File: src/rtl/issue_pkg.sv
// Shared definitions for the issue-stage operand unit: forwarding slot
// indexing, stall-cause encoding and helpers.
package issue_pkg;

  localparam logic [4:0] REG_ZERO = 5'd0;

  typedef enum logic [1:0] {
    CAUSE_NONE = 2'd0,
    CAUSE_SB   = 2'd1,
    CAUSE_LU   = 2'd2,
    CAUSE_OCC  = 2'd3
  } stall_cause_e;

  // Flattened producer slot: stage-major, so stage 0 (EX) occupies the low slots.
  function automatic int fwd_slot(input int stage, input int lane, input int lanes);
    return stage * lanes + lane;
  endfunction

  function automatic logic [31:0] sat_inc(input logic [31:0] value);
    return (value == 32'hFFFF_FFFF) ? value : value + 32'd1;
  endfunction

endpackage

File: src/rtl/issue_fwd_sel.sv
// Per-source operand select: picks the youngest matching in-flight producer,
// falling back to the register file value.
module issue_fwd_sel
  import issue_pkg::*;
#(
  parameter int LANES      = 2,
  parameter int FWD_STAGES = 3,
  parameter int XLEN       = 32
) (
  input  logic [4:0]                        rs,
  input  logic                              used,
  input  logic [XLEN-1:0]                   rf_data,
  input  logic [FWD_STAGES*LANES-1:0]       fwd_valid,
  input  logic [FWD_STAGES*LANES-1:0]       fwd_we,
  input  logic [FWD_STAGES*LANES-1:0]       fwd_rdy,
  input  logic [5*FWD_STAGES*LANES-1:0]     fwd_rd,
  input  logic [XLEN*FWD_STAGES*LANES-1:0]  fwd_data,
  output logic [XLEN-1:0]                   data,
  output logic                              match,
  output logic                              rdy
);

  // Walk oldest to youngest so the last hit (stage 0, highest lane) sticks.
  always_comb begin
    data  = rf_data;
    match = 1'b0;
    rdy   = 1'b1;
    if (used && (rs != REG_ZERO)) begin
      for (int s = FWD_STAGES - 1; s >= 0; s--) begin
        for (int l = 0; l < LANES; l++) begin
          if (fwd_valid[fwd_slot(s, l, LANES)] && fwd_we[fwd_slot(s, l, LANES)] &&
              (fwd_rd[fwd_slot(s, l, LANES)*5 +: 5] == rs)) begin
            data  = fwd_data[fwd_slot(s, l, LANES)*XLEN +: XLEN];
            match = 1'b1;
            rdy   = fwd_rdy[fwd_slot(s, l, LANES)];
          end
        end
      end
    end
  end

endmodule

File: src/rtl/issue_operand_unit.sv
// Issue-stage operand unit: RF read, forwarding, scoreboard/RAW stall and the
// issue-to-EX pipeline register. Optional perf counters under ISSUE_PERF_EN.
module issue_operand_unit
  import issue_pkg::*;
#(
  parameter int LANES      = 2,
  parameter int FWD_STAGES = 3,
  parameter int XLEN       = 32,
  parameter int PAYLOAD_W  = 200
) (
  input  logic                              clk,
  input  logic                              resetn,
  input  logic                              in_valid,
  output logic                              in_ready,
  input  logic [4:0]                        in_rs1,
  input  logic [4:0]                        in_rs2,
  input  logic                              in_rs1_used,
  input  logic                              in_rs2_used,
  input  logic [4:0]                        in_rd,
  input  logic                              in_we,
  input  logic                              in_long_lat,
  input  logic [PAYLOAD_W-1:0]              in_payload,
  output logic [4:0]                        rf_raddr0,
  output logic [4:0]                        rf_raddr1,
  input  logic [XLEN-1:0]                   rf_rdata0,
  input  logic [XLEN-1:0]                   rf_rdata1,
  input  logic [FWD_STAGES*LANES-1:0]       fwd_valid,
  input  logic [FWD_STAGES*LANES-1:0]       fwd_we,
  input  logic [FWD_STAGES*LANES-1:0]       fwd_rdy,
  input  logic [5*FWD_STAGES*LANES-1:0]     fwd_rd,
  input  logic [XLEN*FWD_STAGES*LANES-1:0]  fwd_data,
  input  logic                              sb_done_valid,
  input  logic [4:0]                        sb_done_rd,
  input  logic                              flush,
  output logic                              out_valid,
  input  logic                              out_ready,
  output logic [XLEN-1:0]                   out_src1,
  output logic [XLEN-1:0]                   out_src2,
  output logic [4:0]                        out_rd,
  output logic                              out_we,
  output logic                              out_long_lat,
  output logic [PAYLOAD_W-1:0]              out_payload,
  output logic [31:0]                       perf_stall_sb,
  output logic [31:0]                       perf_stall_lu,
  output logic [31:0]                       perf_stall_occ
);

  logic [XLEN-1:0] src1_data, src2_data;
  logic            src1_match, src2_match;
  logic            src1_rdy, src2_rdy;
  logic            rs1_live, rs2_live;
  logic            hz_sb, hz_lu, hz_occ;
  logic            stall, accept, handoff;
  logic [31:0]     scoreboard, sb_set, sb_clr, sb_next;

  assign rf_raddr0 = in_rs1;
  assign rf_raddr1 = in_rs2;

  issue_fwd_sel #(
    .LANES      (LANES),
    .FWD_STAGES (FWD_STAGES),
    .XLEN       (XLEN)
  ) u_sel_rs1 (
    .rs        (in_rs1),
    .used      (in_rs1_used),
    .rf_data   (rf_rdata0),
    .fwd_valid (fwd_valid),
    .fwd_we    (fwd_we),
    .fwd_rdy   (fwd_rdy),
    .fwd_rd    (fwd_rd),
    .fwd_data  (fwd_data),
    .data      (src1_data),
    .match     (src1_match),
    .rdy       (src1_rdy)
  );

  issue_fwd_sel #(
    .LANES      (LANES),
    .FWD_STAGES (FWD_STAGES),
    .XLEN       (XLEN)
  ) u_sel_rs2 (
    .rs        (in_rs2),
    .used      (in_rs2_used),
    .rf_data   (rf_rdata1),
    .fwd_valid (fwd_valid),
    .fwd_we    (fwd_we),
    .fwd_rdy   (fwd_rdy),
    .fwd_rd    (fwd_rd),
    .fwd_data  (fwd_data),
    .data      (src2_data),
    .match     (src2_match),
    .rdy       (src2_rdy)
  );

  assign rs1_live = in_rs1_used && (in_rs1 != REG_ZERO);
  assign rs2_live = in_rs2_used && (in_rs2 != REG_ZERO);

  // The occupant of the pipeline register has not executed yet, so any RAW
  // against it must wait until it reaches a forwarding stage.
  assign hz_sb  = (rs1_live && scoreboard[in_rs1]) || (rs2_live && scoreboard[in_rs2]);
  assign hz_lu  = (src1_match && !src1_rdy) || (src2_match && !src2_rdy);
  assign hz_occ = out_valid && out_we &&
                  ((rs1_live && (out_rd == in_rs1)) || (rs2_live && (out_rd == in_rs2)));

  assign stall    = in_valid && (hz_sb || hz_lu || hz_occ);
  assign in_ready = !stall && !flush && (!out_valid || out_ready);
  assign accept   = in_valid && in_ready;
  assign handoff  = out_valid && out_ready;

  always_ff @(posedge clk or negedge resetn) begin
    if (!resetn) begin
      out_valid    <= 1'b0;
      out_src1     <= '0;
      out_src2     <= '0;
      out_rd       <= '0;
      out_we       <= 1'b0;
      out_long_lat <= 1'b0;
      out_payload  <= '0;
    end else begin
      if (flush) begin
        out_valid <= 1'b0;
      end else if (accept) begin
        out_valid <= 1'b1;
      end else if (out_ready) begin
        out_valid <= 1'b0;
      end
      if (accept) begin
        out_src1     <= src1_data;
        out_src2     <= src2_data;
        out_rd       <= in_rd;
        out_we       <= in_we;
        out_long_lat <= in_long_lat;
        out_payload  <= in_payload;
      end
    end
  end

  always_comb begin
    sb_set = '0;
    sb_clr = '0;
    if (handoff && out_we && out_long_lat && (out_rd != REG_ZERO)) begin
      sb_set[out_rd] = 1'b1;
    end
    if (sb_done_valid) begin
      sb_clr[sb_done_rd] = 1'b1;
    end
  end

  // Set applied after clear so a same-cycle set of the same register wins.
  assign sb_next = ((scoreboard & ~sb_clr) | sb_set) & ~32'd1;

  always_ff @(posedge clk or negedge resetn) begin
    if (!resetn) begin
      scoreboard <= '0;
    end else begin
      scoreboard <= sb_next;
    end
  end

`ifdef ISSUE_PERF_EN
  stall_cause_e cause;
  logic [31:0]  cnt_sb, cnt_lu, cnt_occ;

  always_comb begin
    cause = CAUSE_NONE;
    if (in_valid) begin
      if (hz_sb) begin
        cause = CAUSE_SB;
      end else if (hz_lu) begin
        cause = CAUSE_LU;
      end else if (hz_occ) begin
        cause = CAUSE_OCC;
      end
    end
  end

  always_ff @(posedge clk or negedge resetn) begin
    if (!resetn) begin
      cnt_sb  <= '0;
      cnt_lu  <= '0;
      cnt_occ <= '0;
    end else begin
      if (cause == CAUSE_SB)  cnt_sb  <= sat_inc(cnt_sb);
      if (cause == CAUSE_LU)  cnt_lu  <= sat_inc(cnt_lu);
      if (cause == CAUSE_OCC) cnt_occ <= sat_inc(cnt_occ);
    end
  end

  assign perf_stall_sb  = cnt_sb;
  assign perf_stall_lu  = cnt_lu;
  assign perf_stall_occ = cnt_occ;
`else
  assign perf_stall_sb  = '0;
  assign perf_stall_lu  = '0;
  assign perf_stall_occ = '0;
`endif

endmodule

File: config.mk
export PLATFORM = sky130hd
export DESIGN_NAME = issue_operand_unit
export DESIGN_NICKNAME = d
export VERILOG_FILES = /design/src/rtl/issue_pkg.sv /design/src/rtl/issue_fwd_sel.sv /design/src/rtl/issue_operand_unit.sv
export SDC_FILE = /design/constraint.sdc
export NUM_CORES = 1
export LEC_CHECK = 0
export ABC_AREA = 1
export ABC_CLOCK_PERIOD_IN_PS = 2960
export BUFFER_PORTS_ARGS = -buffer_cell sky130_fd_sc_hd__buf_2
export CELL_PAD_IN_SITES_DETAIL_PLACEMENT = 1
export CELL_PAD_IN_SITES_GLOBAL_PLACEMENT = 2
export CORE_AREA = 5 5 351 353
export DETAILED_ROUTE_END_ITERATION = 10
export DIE_AREA = 0 0 356 358
export PLACE_DENSITY_LB_ADDON = 0.2
export SYNTH_ARGS = -nofsm -noshare
export SYNTH_HDL_FRONTEND = slang
export SYNTH_SLANG_ARGS = --single-unit
File: constraint.sdc
create_clock -name clk -period 2.96 [get_ports clk]
set_input_delay 0.592 -clock clk [delete_from_list [all_inputs] [get_ports clk]]
set_output_delay 0.592 -clock clk [all_outputs]
set_load 0.05 [all_outputs]
# --- Yosys cells after proc, flatten, opt, wreduce, memory -nomap -nowiden ---
# Cells that the tools add are included.
classes:
  magnitude_cmp: 6
  eq_ne: 14
  n_mux: 55
  n_bitwise: 3
  reduce_logical: 53
op_table:
  columns: ["operator", "count"]
  rows:
  - ["$mux W32", 16]
  - ["$eq A5 B5 Y1", 14]
  - ["$logic_and A1 B1 Y1", 38]
  - ["$mux W1", 35]
  - ["$and A32 B32 Y32", 1]
  - ["$not A32 Y32", 1]
  - ["$or A32 B32 Y32", 1]
  - ["$lt A5 B6 Y1 const B", 4]
  - ["$reduce_bool A5 Y1", 3]
  - ["$bmux W1 S5", 2]
  - ["$demux W1 S5", 2]
  - ["$ge A5 B1 Y1 const B", 2]
  - ["$logic_or A1 B1 Y1", 6]
  - ["$logic_not A1 Y1", 5]
  - ["$reduce_bool A3 Y1", 1]
totals:
  register_bits: 303
  in_bits: 534
  out_inout_bits: 379
  wordCells: 139

# --- Longest topological paths before layout ---
# Gate-level depths: netlist of run 1.
logic_depth:
  depth_word: 21
  ltp_mapped: 21

# --- Modules after synthesis ---
# Synthesis of run 1 repeated with hierarchy kept, for this count alone.
hier_totals:
  cells_unflattened: 3250
  area_unflattened_um2: 21319.2
modules_own_cells:
  columns: ["mod", "instances", "cells_each", "area_per_inst_um2", "seq_area_each_um2"]
  rows:
  - ["issue_operand_unit", 1, 1686, 14202.4, 7582.3]
  - ["issue_fwd_sel", 2, 782, 3558.4, 0.0]

# --- Least setup slack after synthesis of run 1 ---
# Ideal clock, no wire load.
synth_path:
  path_type: "input to output"
  from: "input in_rs1[1]"
  to: "output in_ready"
  t_arrival_ns: 2.478
  required_ns: 2.368
  setup_slack_ns: -0.110
  cell_stages: 18
  n_path_buf: 4
  path_cell_list: "buf_2 -> inv_2 -> buf_2 -> nor2_1 -> nor2_4 -> nand3_2 -> nor2_1 -> nor2_1 -> nand2_1 -> nand2_1 -> nand2_1 -> nand2_1 -> nand2_1 -> nand2_1 -> nor2_2 -> buf_6 -> buf_8 -> o21a_1"
synth_via:
  elab_chain_len: 18
  elab_cells_between_ends: 45
  cone_classes: "eq/ne (7); mux (16); reduce/logical (22)"
synth_lines:
  columns: ["element", "line_no", "source"]
  rows:
  - ["start: declaration", "issue_operand_unit.sv:15", "input logic [4:0] in_rs1,"]
  - ["$eq A5 B5 Y1", "issue_fwd_sel.sv:32", "(fwd_rd[fwd_slot(s, l, LANES)*5 +: 5] == rs)) begin"]
  - ["$logic_and A1 B1 Y1", "issue_fwd_sel.sv:31", "if (fwd_valid[fwd_slot(s, l, LANES)] && fwd_we[fwd_slot(s, l, LANES)] &&"]
  - ["$mux W1 (6 in a row)", "issue_fwd_sel.sv:31", null]
  - ["$mux W1", "issue_fwd_sel.sv:28", "if (used && (rs != REG_ZERO)) begin"]
  - ["$logic_not A1 Y1", "issue_operand_unit.sv:101", "assign hz_lu = (src1_match && !src1_rdy) || (src2_match && !src2_rdy);"]
  - ["$logic_and A1 B1 Y1", "issue_operand_unit.sv:101", null]
  - ["$logic_or A1 B1 Y1", "issue_operand_unit.sv:101", null]
  - ["$logic_or A1 B1 Y1", "issue_operand_unit.sv:105", "assign stall = in_valid && (hz_sb || hz_lu || hz_occ);"]
  - ["$logic_or A1 B1 Y1 (*)", "issue_operand_unit.sv:105", null]
  - ["$logic_and A1 B1 Y1 (*)", "issue_operand_unit.sv:105", null]
  - ["$logic_not A1 Y1 (*)", "issue_operand_unit.sv:106", "assign in_ready = !stall && !flush && (!out_valid || out_ready);"]
  - ["$logic_and A1 B1 Y1 (*) (2 in a row)", "issue_operand_unit.sv:106", null]
  - ["end: declaration", "issue_operand_unit.sv:14", "output logic in_ready,"]
# Every way passes the cells marked *; elsewhere a longest branch is shown, timed or not. The select of a mux whose other input is x is not followed.

# --- Final worst setup path of run 1 ---
# Ends and elaborated chain as after synthesis.

==> out/results.txt, run 1 <==
Vias -> 25900
Area occupied by multi-input gates -> 0.0114 mm²
Wire length of the first global-routing pass -> 205000 µm
Final global-route overflow total -> 0
# placed instances -> 5638
Clock tree from TritonCTS -> yes
# port buffers -> 816
Die height -> 358 µm
Netlist cell types -> 33
RSZ-0062 raised after global routing -> yes
Filler Cell Count -> 15200
Clock Tree Buf Depth -> 3
Xor-xnor portion of the synthesized cell area -> 0.579%
Die boundary width -> 356 µm
Maximum clock skew at final layout -> 0.0287 ns
Weighted congestion reported at the end of routability-driven placement -> 0.839
Met1 demand-to-capacity share in global routing -> 25.3%
Violations in the final reports -> negative setup slack
I/O pins -> 913
Most instantiated library cell after synthesis -> sky130_fd_sc_hd__nand2_1
Area of the placeable core -> 0.119 mm²
Hold path startpoint -> flush
Area of the die -> 0.127 mm²
Top flip-flop cell by instance count after synthesis -> sky130_fd_sc_hd__dfrtp_1
Root buffer cell -> sky130_fd_sc_hd__clkbuf_16
Logic depth of the worst register-to-register path -> 17
Synth area leaders -> sky130_fd_sc_hd__dfrtp_1 (36%), sky130_fd_sc_hd__nand2_1 (22%), sky130_fd_sc_hd__nand4_1 (12%)
Critical Path Max Stage Delay -> 0.22 ns
Worst path cell trace -> buf_2 > inv_2 > buf_4 > nand2_2 > nand2_2 > nor2_4 > nand3_2 > buf_4 > nand2_1 > nand2_1 > nand2_1 > nand2_1 > nand2_1 > nand2_1 > nand2_2 > nor2_4 > o21a_4 > buf_12
Most instantiated cells after synthesis -> sky130_fd_sc_hd__nand2_1 (1263), sky130_fd_sc_hd__nand4_1 (408), sky130_fd_sc_hd__nor2_1 (312)
Setup TNS after final layout -> -0.0506 ns
Start-to-end type of the worst setup path -> primary input to output pin
Synthesized area per cell -> 6.44 µm²
Gr busiest metal -> met2
Required time reported for the critical path endpoint -> 2.37 ns
Launch point of the worst path -> in_rs1[1]
Area leader, netlist -> sky130_fd_sc_hd__dfrtp_1
Num rows -> 127
Hold Path Class -> primary input to register
Flip-flop and latch count after synthesis -> 303
Synth-to-Final Area Change -> 38.5%
Drt initial violations -> 1526
Crit path max fanout -> 8
Count of flip-flops with a built-in enable after synthesis -> 0
Hold Fails Final Rpt -> 0
Critical R2R Capture -> out_payload[159]
Headroom to the max-slew limit -> 35.5%
Cell depth of the worst hold path -> 2
Register clock-pin slew on the reported worst setup and hold paths -> 0.05 ns
Via count of the first global-routing pass -> 27200
Multiplexer area fraction after synthesis -> 0%
Sinks on Clock Net -> 303
Synth Area in Simple Gates -> 43.8%
H-tree lvl count -> 2
Element type at the critical path start -> primary input
Post-Syn Area -> 0.0212 mm²
Sequential cell area -> 0.00758 mm²
Routed wirelength normalized by instance count -> 25.1 µm
Synthesized-area fraction occupied by ao, oa, aoi and oai cells -> 6.79%
Largest family of logic cells by synthesized area -> simple AND/OR/NAND/NOR gates
Number of vias per cell after detailed routing -> 4.49
Setup violation total in the final timing report -> 1
Synthesized netlist cell count -> 3288
Run status -> finished, violations left
Post-layout instance count excluding filler cells -> 5765
Portion of the clock cycle consumed by the worst path in the final layout -> 102%
Fraction of synthesized cell area taken by the top area cell type -> 35.8%
Crit Reg-Reg Startpoint -> scoreboard[5]
Detail Route Antenna Nets -> 0
Wire length after detailed routing -> 145000 µm
Maximum capacitance violations -> 0
Number of clock buffers inserted by TritonCTS -> 44
Fraction of met2 tracks used by global routing -> 38.5%
Maximum vdd ir drop -> 0.000397 V
Endpoint of the worst hold path -> out_valid
Data arrival time of the critical path -> 2.42 ns
Crit. End Element -> output pin
Post-layout net count -> 4611
Maximum frequency from static timing analysis -> 332 MHz
HPWL reported at the end of detailed placement -> 112000 µm
Number of pins exceeding their max-slew limit in the final report -> 0
Number of search-and-repair iterations in the first detailed-routing pass -> 5
Static Leakage -> 16.4 nW
Reg-to-reg slack, setup -> 0.43 ns
Drt drc -> 0
Most Frequent Cell on Critical Path -> sky130_fd_sc_hd__nand2_1
Sequential area share after synthesis -> 35.8%
Final critical-path setup slack -> -0.0506 ns
Cell Pwr Density -> 654 mW/mm²
Period minus WS final -> 3.01 ns
Worst skew pair latency -> 0.61 ns
Initial standard-cell utilization of the core -> 17.7%
Met3 layer usage reported by global route -> 7.72%
Slowest stage cell, crit path -> sky130_fd_sc_hd__o21a_4
FFs w/ async S/R, synth -> 100%
Antenna violations before repair -> 103
Largest net degree at the start of global routing -> 65
Syn. warnings -> 0
Arithmetic-cell share of the synthesized area counting full adders, half adders and majority gates -> 0%
Worst-margin pin slew -> 0.968 ns
Combined global-route utilization of all metal layers -> 21.8%
Share of cells above drive strength 1 -> 27.8%
-- kinds of logic (layout without fill, tap and decap cells) --
group                  Yosys count  after routing
AO/OA/AOI/OAI                  279            279
other                            1            141
AND/OR/NAND/NOR               2138           2138
buffers and inverters          553           1278
XOR/XNOR                        14             14
flip-flops                     303            303
-- worst max-delay path: cells and delay by family --
kind	cells	cell delay, ns
simple gates	12	0.85
buf+inv	5	0.75
compound gates	1	0.22
-- layer usage --
layer | part of all wire (%) | routed length [µm] | vias to the layer above
li1 | - | - | 12200
met1 | 40 | 57600 | 12500
met2 | 49 | 71500 | 825
met3 | 8.2 | 12000 | 231
met4 | 2.3 | 3310 | 84
met5 | 0.37 | 535 | -
-- worst max-delay path by stage --
stage	cells past startpoint	end	slack (ns)
global placement	15	in_ready	-0.35
CTS	15	in_ready	-0.11
global route	15	in_ready	-0.18
finish	18	in_ready	-0.05
floorplan	18	in_ready	0.02
detailed placement	14	in_ready	-0.36
-- placed cells by master (no fill, tap or decap), types with 17 or more instances in the layout --
cell type / instances
sky130_fd_sc_hd__a21oi_1: 170
sky130_fd_sc_hd__clkbuf_16: 44
sky130_fd_sc_hd__buf_12: 38
sky130_fd_sc_hd__buf_2: 810
sky130_fd_sc_hd__diode_2: 45
sky130_fd_sc_hd__conb_1: 96
sky130_fd_sc_hd__nand3_1: 124
sky130_fd_sc_hd__inv_2: 17
sky130_fd_sc_hd__buf_4: 159
sky130_fd_sc_hd__dfrtp_1: 301
sky130_fd_sc_hd__inv_1: 163
sky130_fd_sc_hd__nor2_1: 306
sky130_fd_sc_hd__o21ai_0: 80
sky130_fd_sc_hd__nand4_1: 408
sky130_fd_sc_hd__nand2_1: 1258
-- state kept, by name, summed over array words and instances, names as in the netlist --
signal,count
out_payload,200
out_src1,32
out_src2,32
scoreboard,31
out_rd,5
out_long_lat,1
out_valid,1
out_we,1
-- repair_timing --
action | CTS | global route
pin swaps | 13 | 7
buffers inserted | 3 | 1
gates resized for setup | 34 | 7
hold buffers | 1 | 0
hold endpoints to repair | 36 | 0
endpoints found under the setup margin | 1 | 1
-- metrics by stage --
step	power, mW	setup WS, ns	utilization (%)	hold WS (ns)	instance area [µm²]
finish	19.2	-0.0506	24.5	0.233	29300
global route	20.1	-0.181	24.5	0.197	29200
CTS	19.5	-0.107	24.4	0.171	29200
detailed placement	13.9	-0.362	23.1	0.453	27600
global placement	13.9	-0.350	23.1	0.449	27600
floorplan	11.0	0.0196	-	0.296	21500
-- cell type report --
type | count | share of cell area (%)
tap | 1612 | 6.88
timing repair buffer | 1012 | 20.7
antenna | 45 | 0.384
clock buffer | 61 | 4.15
sequential | 303 | 25.9
clock inverter | 16 | 0.683
inverter | 189 | 2.48
multi-input combinational | 2527 | 38.8
-- power by group --
| part | internal, mW | switching [mW] | total [mW] |
|---|---|---|---|
| Clock | 3.14 | 2.23 | 5.37 |
| Sequential | 5.04 | 0.643 | 5.69 |
| Combinational | 1.78 | 6.31 | 8.10 |
| Total | 9.97 | 9.19 | 19.2 |
Power figures use the tool's default switching activity.
==> run 2: changes to the inputs <==
Settings changed: ABC_CLOCK_PERIOD_IN_PS 2960 to 3400.
Clock period 2.96 ns to 3.4 ns, I/O delays scaled along.
==> run 2 against run 1 <==
The run now ends clean. Register-to-register slack better by 0.40 ns. Cell count is 1.0% lower. First-iteration DRC count decreased by 4.3%. Wire length fell by 0.30%. Largest cell class unchanged. Largest power group unchanged. Highest routed layer unchanged.
==> out/results.txt, run 2 (synthesis gave the netlist of run 1 again) <==
Hold path startpoint -> flush
Maximum vdd ir drop -> 0.000346 V (-13%)
Setup violation total in the final timing report -> 0 (-1)
Number of pins exceeding their max-slew limit in the final report -> 0 (unchanged)
Area of the placeable core -> 0.119 mm² (unchanged)
Die boundary width -> 356 µm (unchanged)
HPWL reported at the end of detailed placement -> 109000 µm (-2.5%)
Slowest stage cell, crit path -> sky130_fd_sc_hd__nor3_1
Num rows -> 127 (unchanged)
Worst-margin pin slew -> 0.966 ns (-0.00225 ns)
Filler Cell Count -> 15100 (-0.68%)
Max FFs per register -> 200 (unchanged)
Reg-to-reg slack, setup -> 0.83 ns (+0.40 ns)
Endpoint of the worst hold path -> out_valid
Static Leakage -> 16.1 nW (-1.7%)
Register name with the most flops -> out_payload
Antenna violations before repair -> 117 (+14%)
Portion of the clock cycle consumed by the worst path in the final layout -> 97.1%
# port buffers -> 816 (unchanged)
Internal Dissipation -> 8.79 mW (-12%)
Run status -> finished, final reports clean
Largest net degree at the start of global routing -> 137 (+110%)
Critical R2R Capture -> out_payload[43]
Combined global-route utilization of all metal layers -> 21.6% (-0.20 points)
Largest registers -> out_payload: 200 flops, out_src1: 32 flops, out_src2: 32 flops
Data arrival time of the critical path -> 2.62 ns (+0.20 ns)
Die height -> 358 µm (unchanged)
# placed instances -> 5577 (-1.1%)
Synth-to-Final Area Change -> 36.3%
Final critical-path setup slack -> 0.0988 ns (+0.149 ns)
Area of all placed cells without fillers -> 0.0288 mm² (-1.6%)
Clock power frac -> 29.2% (+1.2 points)
Net switching power -> 8.03 mW (-13%)
Combinational share of power -> 41.6% (-0.7 points)
Sequential cell area -> 0.00759 mm² (about the same)
Number of clock buffers inserted by TritonCTS -> 44 (unchanged)
Number of search-and-repair iterations in the first detailed-routing pass -> 5 (unchanged)
Hold Path Class -> primary input to register
Detail Route Antenna Nets -> 0 (unchanged)
Period minus WS final -> 3.30 ns
Sinks on Clock Net -> 303 (unchanged)
Clock Tree Buf Depth -> 3 (unchanged)
Vias -> 25600 (-1.1%)
I/O pins -> 913 (unchanged)
Area of the die -> 0.127 mm² (unchanged)
Routed wirelength normalized by instance count -> 25.3 µm (+0.71%)
Initial standard-cell utilization of the core -> 17.7% (unchanged)
RSZ-0062 raised after global routing -> no
Maximum frequency from static timing analysis -> 303 MHz
Worst path cell trace -> buf_2 > buf_4 > nand2_1 > nand2_1 > nor3_1 > nand2_1 > nand2_1 > nor2_1 > nand2_1 > nand3_1 > a21oi_2 > buf_4 > nor2_4 > o21a_4 > buf_12
Share of cells above drive strength 1 -> 26.6% (-1.2 points)
Setup TNS after final layout -> 0 ns (+0.0506 ns)
Via count of the first global-routing pass -> 26500 (-2.7%)
Post-Place Worst Slack -> -0.0495 ns (+0.312 ns)
Most frequent standard cell in the layout excluding fill and tap cells -> sky130_fd_sc_hd__nand2_1
H-tree lvl count -> 2 (unchanged)
Switching share of total power -> 47.7% (-0.23 points)
Start-to-end type of the worst setup path -> primary input to output pin
Register clock-pin slew on the reported worst setup and hold paths -> 0.05 ns (about the same)
Wire length after detailed routing -> 144000 µm (-0.30%)
Area occupied by multi-input gates -> 0.0114 mm² (-0.16%)
Root buffer cell -> sky130_fd_sc_hd__clkbuf_16
Crit path max fanout -> 7 (-1)
Headroom to the max-slew limit -> 35.6% (+0.15 points)
Cell Pwr Density -> 583 mW/mm² (-11%)
Post-layout net count -> 4550 (-1.3%)
Maximum clock skew at final layout -> 0.0344 ns (+0.00566 ns)
Worst skew pair latency -> 0.62 ns (about the same)
Crit. End Element -> output pin
Critical Path Max Stage Delay -> 0.25 ns (+0.03 ns)
Required time reported for the critical path endpoint -> 2.72 ns (+0.35 ns)
Wire length of the first global-routing pass -> 201000 µm (-1.8%)
Maximum capacitance violations -> 0 (unchanged)
Cell area after placement -> 0.0271 mm² (-1.9%)
Cell depth of the worst hold path -> 2 (unchanged)
Hold Fails Final Rpt -> 0 (unchanged)
Proportion of power drawn by flip-flops and latches -> 29.2% (-0.5 points)
Drt initial violations -> 1460 (-4.3%)
Most Frequent Cell on Critical Path -> sky130_fd_sc_hd__nand2_1
Logic depth of the worst register-to-register path -> 14 (-3)
Crit Reg-Reg Startpoint -> scoreboard[2]
Weighted congestion reported at the end of routability-driven placement -> 0.829 (-1.2%)
Post-layout instance count excluding filler cells -> 5707 (-1.0%)
Final Hold Slack -> 0.302 ns (+0.0684 ns)
Number of vias per cell after detailed routing -> 4.49 (about the same)
Element type at the critical path start -> primary input
Commonest cells after routing, fill and taps aside -> sky130_fd_sc_hd__nand2_1 (1260), sky130_fd_sc_hd__buf_2 (811), sky130_fd_sc_hd__nand4_1 (408)
Drt drc -> 0 (unchanged)
Clock tree from TritonCTS -> yes
Final global-route overflow total -> 0 (unchanged)
==> run 2: cell types whose count changed in the layout (fill, tap and decap cells not counted), sizes merged <==
| cell | previous run | this run |
|---|---|---|
| clkinv | 10 | 15 |
| clkbuf | 62 | 61 |
| inv | 189 | 188 |
| buf | 1010 | 949 |
| clkinvlp | 3 | 1 |
| bufinv | 3 | 5 |
==> run 2: layout make-up <==
class / count / share of cell area, %
diodes: 45 / 0.390
clock buffers: 60 / 4.20
clock inverters: 20 / 0.993
inverters: 189 / 2.50
multi-input cells: 2527 / 39.4
flip-flops and latches: 303 / 26.3
well taps: 1612 / 6.99
repair buffers: 951 / 19.2
==> run 2: power groups by stage <==
stage | sequential, mW | clock (mW) | combinational, mW
after CTS | 4.93 | 5.12 | 7.10
after global routing | 5.02 | 5.24 | 7.43
after floorplan | 7.58 | 0 | 1.96
final | 4.92 | 4.90 | 7.00
after global placement | 4.98 | 0 | 7.07
after detailed placement | 4.99 | 0 | 7.09
==> run 2: worst max-delay path by stage <==
| stage | start | to | depth (start not counted) |
|---|---|---|---|
| final | in_rs2[4] | in_ready | 15 |
| after global routing | in_rs2[4] | in_ready | 15 |
| after CTS | scoreboard[2] | in_ready | 12 |
| after detailed placement | in_rs2[1] | in_ready | 16 |
| after global placement | in_rs2[4] | in_ready | 15 |
| after floorplan | in_rs1[1] | in_ready | 18 |
==> run 2: critical path: cells and delay by family <==
family	cells	cell delay (ns)
compound gates	2	0.36
simple gates	9	0.94
buf+inv	4	0.63
==> run 2: routing by layer <==
layer	GRT usage [%]	share of wire (%)	wire, µm
met2	37.3	48	70000
met1	24.8	40	57200
met4	6.78	3.0	4280
met5	0	0.46	664
met3	7.91	8.5	12300
==> run 2: per-stage QoR <==
step / total power, mW / utilization [%]
2_1_floorplan: 9.54 / -
3_3_place_gp: 12.0 / 22.7
3_5_place_dp: 12.1 / 22.7
4_1_cts: 17.2 / 24.0
5_1_grt: 17.7 / 24.1
6_report: 16.8 / 24.1
==> run 2: what timing repair did <==
action                                 in CTS  in global routing
resized for setup                           4                 23
endpoints found under the hold margin      22                  0
hold buffers                                1                  0
pin swaps                                   0                  7
buffers inserted                            0                  4
setup endpoints to repair                   1                  1
